**config.mk**
```make
export PLATFORM = sky130hd
export DESIGN_NAME = io_port
export DESIGN_NICKNAME = d
export VERILOG_FILES = /design/src/rtl/io_port_pkg.sv /design/src/rtl/io_port_fifo.sv /design/src/rtl/io_port.sv
export SDC_FILE = /design/constraint.sdc
export NUM_CORES = 1
export LEC_CHECK = 0
export ABC_CLOCK_PERIOD_IN_PS = 8900
export CAP_MARGIN = 0
export CORE_MARGIN = 5
export CORE_UTILIZATION = 45
export CTS_BUF_LIST = sky130_fd_sc_hd__clkbuf_2
export DETAILED_ROUTE_END_ITERATION = 6
export GPL_TIMING_DRIVEN = 0
export HOLD_SLACK_MARGIN = 0.03
export PLACE_DENSITY = 0.67
export SYNTH_ARGS = -nofsm -noshare
export SYNTH_HDL_FRONTEND = slang
export SYNTH_HIERARCHICAL = 1
export SYNTH_SLANG_ARGS = --single-unit
```
**constraint.sdc**
```tcl
create_clock -name clk -period 8.9 [get_ports clk]
set_clock_uncertainty 0.1 [all_clocks]
set_input_delay 1.335 -clock clk [delete_from_list [all_inputs] [get_ports clk]]
set_output_delay 1.335 -clock clk [all_outputs]
set_load 0.02 [all_outputs]
```
**src/rtl/io_port_pkg.sv**
```systemverilog
// rtl/io_port_pkg.sv - shared register offsets and status bit layout for io_port
package io_port_pkg;

  localparam logic [1:0] OFS_TXDATA = 2'd0;
  localparam logic [1:0] OFS_STATUS = 2'd1;
  localparam logic [1:0] OFS_RXDATA = 2'd2;

  localparam int ST_EMPTY     = 0;
  localparam int ST_FULL      = 1;
  localparam int ST_RXFULL    = 2;
  localparam int ST_OVF       = 3;
  localparam int ST_COUNT_LSB = 4;

  function automatic logic [7:0] pack_status(input logic [3:0] count,
                                             input logic ovf,
                                             input logic rx_full,
                                             input logic full,
                                             input logic empty);
    logic [7:0] s;
    s = '0;
    s[ST_EMPTY]              = empty;
    s[ST_FULL]               = full;
    s[ST_RXFULL]             = rx_full;
    s[ST_OVF]                = ovf;
    s[ST_COUNT_LSB +: 4]     = count;
    return s;
  endfunction

endpackage

```
**src/rtl/io_port_fifo.sv**
```systemverilog
// rtl/io_port_fifo.sv - byte_fifo: power-of-2 synchronous FIFO, no fall-through
module byte_fifo #(
  parameter int DEPTH = 8,
  parameter int WIDTH = 8,
  localparam int AW = $clog2(DEPTH),
  localparam int CW = AW + 1
) (
  input  logic             clk,
  input  logic             reset,
  input  logic             push,
  input  logic             pop,
  input  logic [WIDTH-1:0] wdata,
  output logic [WIDTH-1:0] head,
  output logic [CW-1:0]    count,
  output logic             full,
  output logic             empty
);

  logic [WIDTH-1:0] mem [DEPTH];
  logic [AW-1:0]    wr_ptr;
  logic [AW-1:0]    rd_ptr;
  logic             do_push;
  logic             do_pop;

  assign empty   = (count == '0);
  assign full    = (count == CW'(DEPTH));
  assign do_pop  = pop && !empty;
  // A simultaneous pop frees the slot, so a full FIFO still accepts the push.
  assign do_push = push && (!full || do_pop);
  assign head    = empty ? '0 : mem[rd_ptr];

  always_ff @(posedge clk) begin
    if (reset) begin
      wr_ptr <= '0;
      rd_ptr <= '0;
      count  <= '0;
    end else begin
      if (do_push) wr_ptr <= wr_ptr + AW'(1);
      if (do_pop)  rd_ptr <= rd_ptr + AW'(1);
      case ({do_push, do_pop})
        2'b10:   count <= count + CW'(1);
        2'b01:   count <= count - CW'(1);
        default: count <= count;
      endcase
    end
  end

  always_ff @(posedge clk) begin
    if (do_push) mem[wr_ptr] <= wdata;
  end

endmodule

```
**src/rtl/io_port.sv**
```systemverilog
// rtl/io_port.sv - memory-mapped byte I/O: TX FIFO, RX holding register, status
module io_port
  import io_port_pkg::*;
#(
  parameter int         DEPTH = 8,
  parameter logic [7:0] BASE  = 8'hF0
) (
  input  logic       clk,
  input  logic       reset,
  input  logic       we,
  input  logic       re,
  input  logic [7:0] addr,
  input  logic [7:0] wd,
  output logic       sel,
  output logic [7:0] rd,
  output logic [7:0] tx_data,
  output logic       tx_valid,
  input  logic       tx_ready,
  input  logic [7:0] rx_data,
  input  logic       rx_valid,
  output logic       rx_ready
);

  localparam int CW = $clog2(DEPTH) + 1;

  logic [1:0]    ofs;
  logic          push;
  logic          pop;
  logic [CW-1:0] fcount;
  logic          full;
  logic          empty;
  logic          ovf;
  logic          ovf_set;
  logic          ovf_clr;
  logic          rx_full;
  logic [7:0]    rx_hold;
  logic          capture;
  logic          rx_clr;

  assign sel      = (addr[7:2] == BASE[7:2]);
  assign ofs      = addr[1:0];
  assign push     = we && sel && (ofs == OFS_TXDATA);
  assign tx_valid = !empty;
  assign pop      = tx_valid && tx_ready;

  byte_fifo #(.DEPTH(DEPTH), .WIDTH(8)) u_fifo (
    .clk   (clk),
    .reset (reset),
    .push  (push),
    .pop   (pop),
    .wdata (wd),
    .head  (tx_data),
    .count (fcount),
    .full  (full),
    .empty (empty)
  );

  assign ovf_set  = push && full && !pop;
  assign ovf_clr  = re && sel && (ofs == OFS_STATUS);
  assign rx_clr   = re && sel && (ofs == OFS_RXDATA);
  assign rx_ready = !rx_full && !reset;
  assign capture  = rx_valid && rx_ready;

  always_ff @(posedge clk) begin
    if (reset) begin
      ovf     <= 1'b0;
      rx_full <= 1'b0;
      rx_hold <= '0;
    end else begin
      ovf <= ovf_set || (ovf && !ovf_clr);
      if (capture) begin
        rx_hold <= rx_data;
        rx_full <= 1'b1;
      end else if (rx_clr) begin
        rx_full <= 1'b0;
      end
    end
  end

  always_comb begin
    rd = '0;
    if (sel) begin
      case (ofs)
        OFS_STATUS: rd = pack_status(4'(fcount), ovf, rx_full, full, empty);
        OFS_RXDATA: rd = rx_hold;
        default:    rd = '0;
      endcase
    end
  end

endmodule

```
Word level (Yosys, flattened, before mapping)
Memory sizes are Yosys's and may differ from the RTL's. A register that Yosys moved wholly into a read port is not among the register bits.
Index checks and enable logic that the tools add are counted.
{ "totals": {"regBits": 20, "memories": 1, "ram_bits": 64, "elab_cells": 52} }
{ "op_classes": {"n_addsub": 4, "n_eq_ne": 6, "reduce_logical": 25, "n_mux": 10} }
{ "mem_list": {"columns": ["name", "words", "word_bits", "rd", "rd_clocked_by_memory_dff", "wr", "line_no", "source"], "rows": [
  ["u_fifo.mem", 8, 8, 1, 1, 1, "io_port_fifo.sv:19", "logic [WIDTH-1:0] mem [DEPTH];"]
]} }
{ "op_table": {"columns": ["op", "count"], "rows": [
  ["8-bit two-way mux", 2],
  ["8-bit one-hot mux with 2 select lines", 1],
  ["1-bit logical AND", 13],
  ["4-bit one-hot mux with 2 select lines", 1],
  ["3-bit by 1-bit adder with 3-bit output, second input constant", 2],
  ["6-bit == test, second input constant", 1],
  ["1-bit zero test", 6],
  ["3-bit two-way mux", 2],
  ["4-bit by 1-bit adder with 4-bit output, second input constant", 1],
  ["2-bit by 1-bit == test with 1-bit output, second input constant", 2],
  ["2-bit == test, second input constant", 2],
  ["4-bit == test, second input constant", 1],
  ["4-bit zero test", 1],
  ["1-bit two-way mux", 4],
  ["2-bit nonzero test", 2],
  ["4-bit by 1-bit subtractor with 4-bit output, second input constant", 1],
  ["2-bit zero test", 1],
  ["1-bit logical OR", 2]
]} }

Depth between registers and ports, before layout
{ "logic_depth": {"depth_word": 8, "depth_mapped": 11, "mapped_depth_nobuf": 10} }

By module
Netlist, hierarchy kept.
{ "modules_own_cells": {"columns": ["mod", "cells_per_inst", "seq_area_each_um2", "instances", "area_per_inst_um2"], "rows": [
  ["byte_fifo", 185, 2182.1, 1, 3189.3],
  ["io_port", 66, 200.2, 1, 573.0]
]} }

Worst setup path after synthesis
OpenSTA, ideal clock, no wires.
{ "synth_path": {"kind": "input -> register", "startpoint": "input port addr[2]", "endpoint": "memory u_fifo.mem[0][0] (enable)", "arrival_ns": 3.343, "path_stages": 7, "setup_time_ns": 0.383, "path_slack_ns": 5.074, "path_buffers": 1, "path_cell_list": "and4bb_2 > and2_4 > and3_1 > clkbuf_1 > o21ai_2 > or2_2 > nor3_1"} }
{ "synth_between": {"elab_chain_len": 6} }
{ "synth_rtl": {"columns": ["item", "line_no", "source"], "rows": [
  ["start: declaration", "io_port.sv:12", "input logic [7:0] addr,"],
  ["6-bit == test", "io_port.sv:40", "assign sel = (addr[7:2] == BASE[7:2]);"],
  ["via sel", "io_port.sv:14", "output logic sel,"],
  ["1-bit logical AND (2 in a row)", "io_port.sv:42", "assign push = we && sel && (ofs == OFS_TXDATA);"],
  ["via push", "io_port.sv:27", "logic push;"],
  ["1-bit logical AND", "io_port_fifo.sv:29", "assign do_push = push && (!full || do_pop);"],
  ["1-bit two-way mux", "io_port_fifo.sv:49", "if (do_push) mem[wr_ptr] <= wdata;"],
  ["1-bit two-way mux (not written as such)", "io_port_fifo.sv:49", null],
  ["end: declaration", "io_port_fifo.sv:19", null]
]} }
The timed path passes the listed nets, and every way through them passes these cells.

Worst setup path after layout
{ "layout_path": {"startpoint": "input port addr[0]", "endpoint": "output port rd[0]"} }
{ "layout_between": {"elab_chain_len": 3, "elab_cells_between_ends": 4, "cone_classes": "eq/ne (2); mux (2)"} }
{ "layout_rtl": {"columns": ["item", "line_no", "source"], "rows": [
  ["2-bit == test or 2-bit by 1-bit == test with 1-bit output (tied branches)", "io_port.sv:83", "case (ofs)"],
  ["8-bit one-hot mux with 2 select lines *", "io_port.sv:83", null],
  ["8-bit two-way mux *", "io_port.sv:82", "if (sel) begin"],
  ["end: declaration", "io_port.sv:15", "output logic [7:0] rd,"]
]} }
Every way passes the cells marked *; elsewhere a longest branch is shown, timed or not.

==> impl_metrics.ini <==
[run_status]
status = finished, final reports clean

[cells_and_area]
final_util_pct = 55.0
final_nets = 349
antennaDiodeCount = 0
design_area_um2 = 4500
fillers = 694
layout-drive-gt1-share_pct = 15.8
area_growth_pct = 19.6

[yosys]
async_reset_ff_share_pct = 0
synth.avg_cell_area_um2 = 15.0
yosys_register_bits = 87
synthCells = 251
synth_flop_cell = edfxtp_1
synthTopCellsByCount = edfxtp_1, nor2_1, dfxtp_1
ys_seq_area_share_pct = 63.3
synth_most_common_cell = edfxtp_1
yosysTopAreaCell = edfxtp_1
syn_area_um2 = 3760
yosys_warnings = 6
syn-num-nets = 289
synthTopCellsByArea = edfxtp_1, dfxtp_1, mux4_2
synth-edff-count = 64
ys_types = 47
synth_top_area_share_pct = 51.1

[clock_tree]
holdBufCountCts = 0
clk_pin_slew_ns = 0.22
clock_latency_ns = 0.51
clockBufferDepth = 2
numCtsBuffers = 9
root_buffer = clkbuf_2
cts.sinks = 87
h-tree-depth = 3
cts_setup_buffers = 0
cts_tree = done
cts_resized = 0

[sta]
drv_slew = 0
grt_setup_unrepaired = no
finalSetupTns_ns = 0
min_period_ns = 4.65
slew_headroom_pct = 38.2
fin_crit_sh_pct = 52.3
finalSetupViolCount = 0
worst_slew_pin_slew_ns = 0.923
fmax_mhz = 215
hold_violations = 0

[route]
first_pass_iters = 4
vias_per_cell = 5.13
postRouteAntennaNets = 0
routed_wl_um = 7120
wl_per_cell_um = 16.9
drtIter0Drc = 98
drc = 0
vias = 2161

[grt]
grt_pass1_vias = 2192
grt_pass1_wl_um = 11400
grt_max_degree = 15
grt_usage_pct = 15.0
grt-ovfl-total = 0
antenna_found_initial = 0

[placement]
dpl_cell_area_um2 = 4370
gp_congestion = 0.739
numPortBuffers = 48
place_hpwl_um = 4950

[power_and_ir_drop]
leakage_nw = 1.50
powerDensity_nw_per_um2 = 147
ir_drop_mv = 0.0973

[worst_setup_path]
crit_family = buffers and inverters
worst-path-stages = 7
crit_arrival_ns = 3.22
critPathBufInv = 4
crit_path_frequent_cell = clkdlybuf4s50_1
r2r_slack_ns = 5.51
worstPathRequired_ns = 7.47
cpMaxStageDelayCell = clkdlybuf4s50_1
path_cells = clkdlybuf4s50_1, inv_1, ha_1, buf_1, a22oi_1, nor2_1, clkdlybuf4s50_1
reg2regPathDepth = 7
critPathLaunchType = input port
crit_path_end = rd[0]
crit_type = input port to primary output
end_kind = primary output
max_stage_delay_ns = 0.63
crit_start = addr[0]
crit_fanout = 9
rr_startpoint = u_fifo/count[3]$_SDFFE_PP0P_
r2r_end = u_fifo/mem[0][2]$_DFFE_PP_

[floorplan]
io_pins = 49
die_area_um2 = 10300
rows = 33
die_h_um = 101
die_w_um = 101
start_util_pct = 46.0
core-area_um2 = 8180

[worst_hold_path]
hp-class = register to register

[run]
drv_cap = 0
how the worst min path moves through the flow:
stage                                  start  depth (start not counted)                       endpoint  slack (ns)
2_1_floorplan        rx_hold[0]$_SDFFE_PP0P_                          2        rx_hold[0]$_SDFFE_PP0P_        0.36
3_3_place_gp   u_fifo/wr_ptr[0]$_SDFFE_PP0P_                          2  u_fifo/wr_ptr[0]$_SDFFE_PP0P_        0.38
3_5_place_dp         rx_hold[5]$_SDFFE_PP0P_                          2        rx_hold[5]$_SDFFE_PP0P_        0.39
4_1_cts        u_fifo/wr_ptr[0]$_SDFFE_PP0P_                          2  u_fifo/wr_ptr[0]$_SDFFE_PP0P_        0.42
5_1_grt        u_fifo/wr_ptr[0]$_SDFFE_PP0P_                          2  u_fifo/wr_ptr[0]$_SDFFE_PP0P_        0.45
6_report       u_fifo/wr_ptr[0]$_SDFFE_PP0P_                          2  u_fifo/wr_ptr[0]$_SDFFE_PP0P_        0.42
flip-flops by register name, indices dropped and copies added (netlist names), named ones only:
signal         cells
u_fifo/mem        64
rx_hold            8
u_fifo/count       4
u_fifo/rd_ptr      3
u_fifo/wr_ptr      3
ovf                1
rx_full            1
per-layer routing:
layer / GRT usage [%] / vias up / part of all wire, %
met5: 0 / - / 0
met4: 4.40 / 0 / 1.1
met3: 3.93 / 10 / 3.1
met2: 24.2 / 36 / 50
met1: 20.1 / 1038 / 46
li1: - / 1077 / -
through the flow:
| stage | setup WS (ns) | std cells | power (mW) | hold WS [ns] |
|---|---|---|---|---|
| floorplan | 5.07 | 251 | 0.458 | 0.361 |
| finish | 4.25 | 421 | 0.659 | 0.416 |
| detailed placement | 4.03 | 404 | 0.477 | 0.389 |
| global placement | 4.08 | 404 | 0.477 | 0.377 |
| global route | 4.09 | 421 | 0.690 | 0.449 |
| CTS | 4.22 | 420 | 0.667 | 0.416 |
power by group:
group	leakage, nW	internal, mW	total (mW)	switching (mW)
Clock	0.0733	0.0653	0.191	0.126
Sequential	0.762	0.437	0.439	0.00169
Combinational	0.664	0.0172	0.0294	0.0122
area by class of cell:
| class | instances | area [um2] | share of cell area [%] |
|---|---|---|---|
| Clock inverter | 6 | 61.3 | 1.36 |
| Buffer | 13 | 71.3 | 1.59 |
| Tap cell | 105 | 131 | 2.92 |
| Clock buffer | 10 | 50.0 | 1.11 |
| Sequential cell | 87 | 2380 | 53.0 |
| Inverter | 6 | 22.5 | 0.501 |
| Timing Repair Buffer | 49 | 488 | 10.8 |
| Multi-Input combinational cell | 145 | 1290 | 28.7 |
worst min-delay path, delay by kind of cell, from the launching register on:
kind,cells,cell delay [ns]
DFF,1,0.38
and+or+nand+nor,1,0.06
AOI/OAI and AO/OA,1,0.06
cells in the final DEF, fill, tap and decap left out, types with 2 or more instances in the layout:
cell,count
nand2_1,3
nand3_1,3
a21oi_1,3
mux2i_1,19
clkinv_2,2
mux4_2,16
clkbuf_2,10
nor2_1,41
buf_1,2
inv_1,5
o21ai_2,2
a41oi_1,2
buf_4,4
o21bai_1,2
xnor2_1,3
o211ai_1,2
xor2_1,3
a22oi_1,8
nor2b_1,2
nand2b_1,4
nor3_1,2
nand3b_1,2
clkbuf_1,4
buf_2,3
clkinv_4,2
dfxtp_1,23
ha_1,7
clkdlybuf4s50_1,48
edfxtp_1,64
kinds of logic (layout without fill, tap and decap cells):
family,count (synthesis),in the layout,synth area share (%)
flops,87,87,63.3
compound gates,25,25,5.65
simple gates,71,71,9.64
xor+xnor,6,6,1.40
buf+inv,19,84,2.49
fa+ha+maj,8,8,2.86
mux,35,35,14.6
Power figures use the tool's default switching activity.
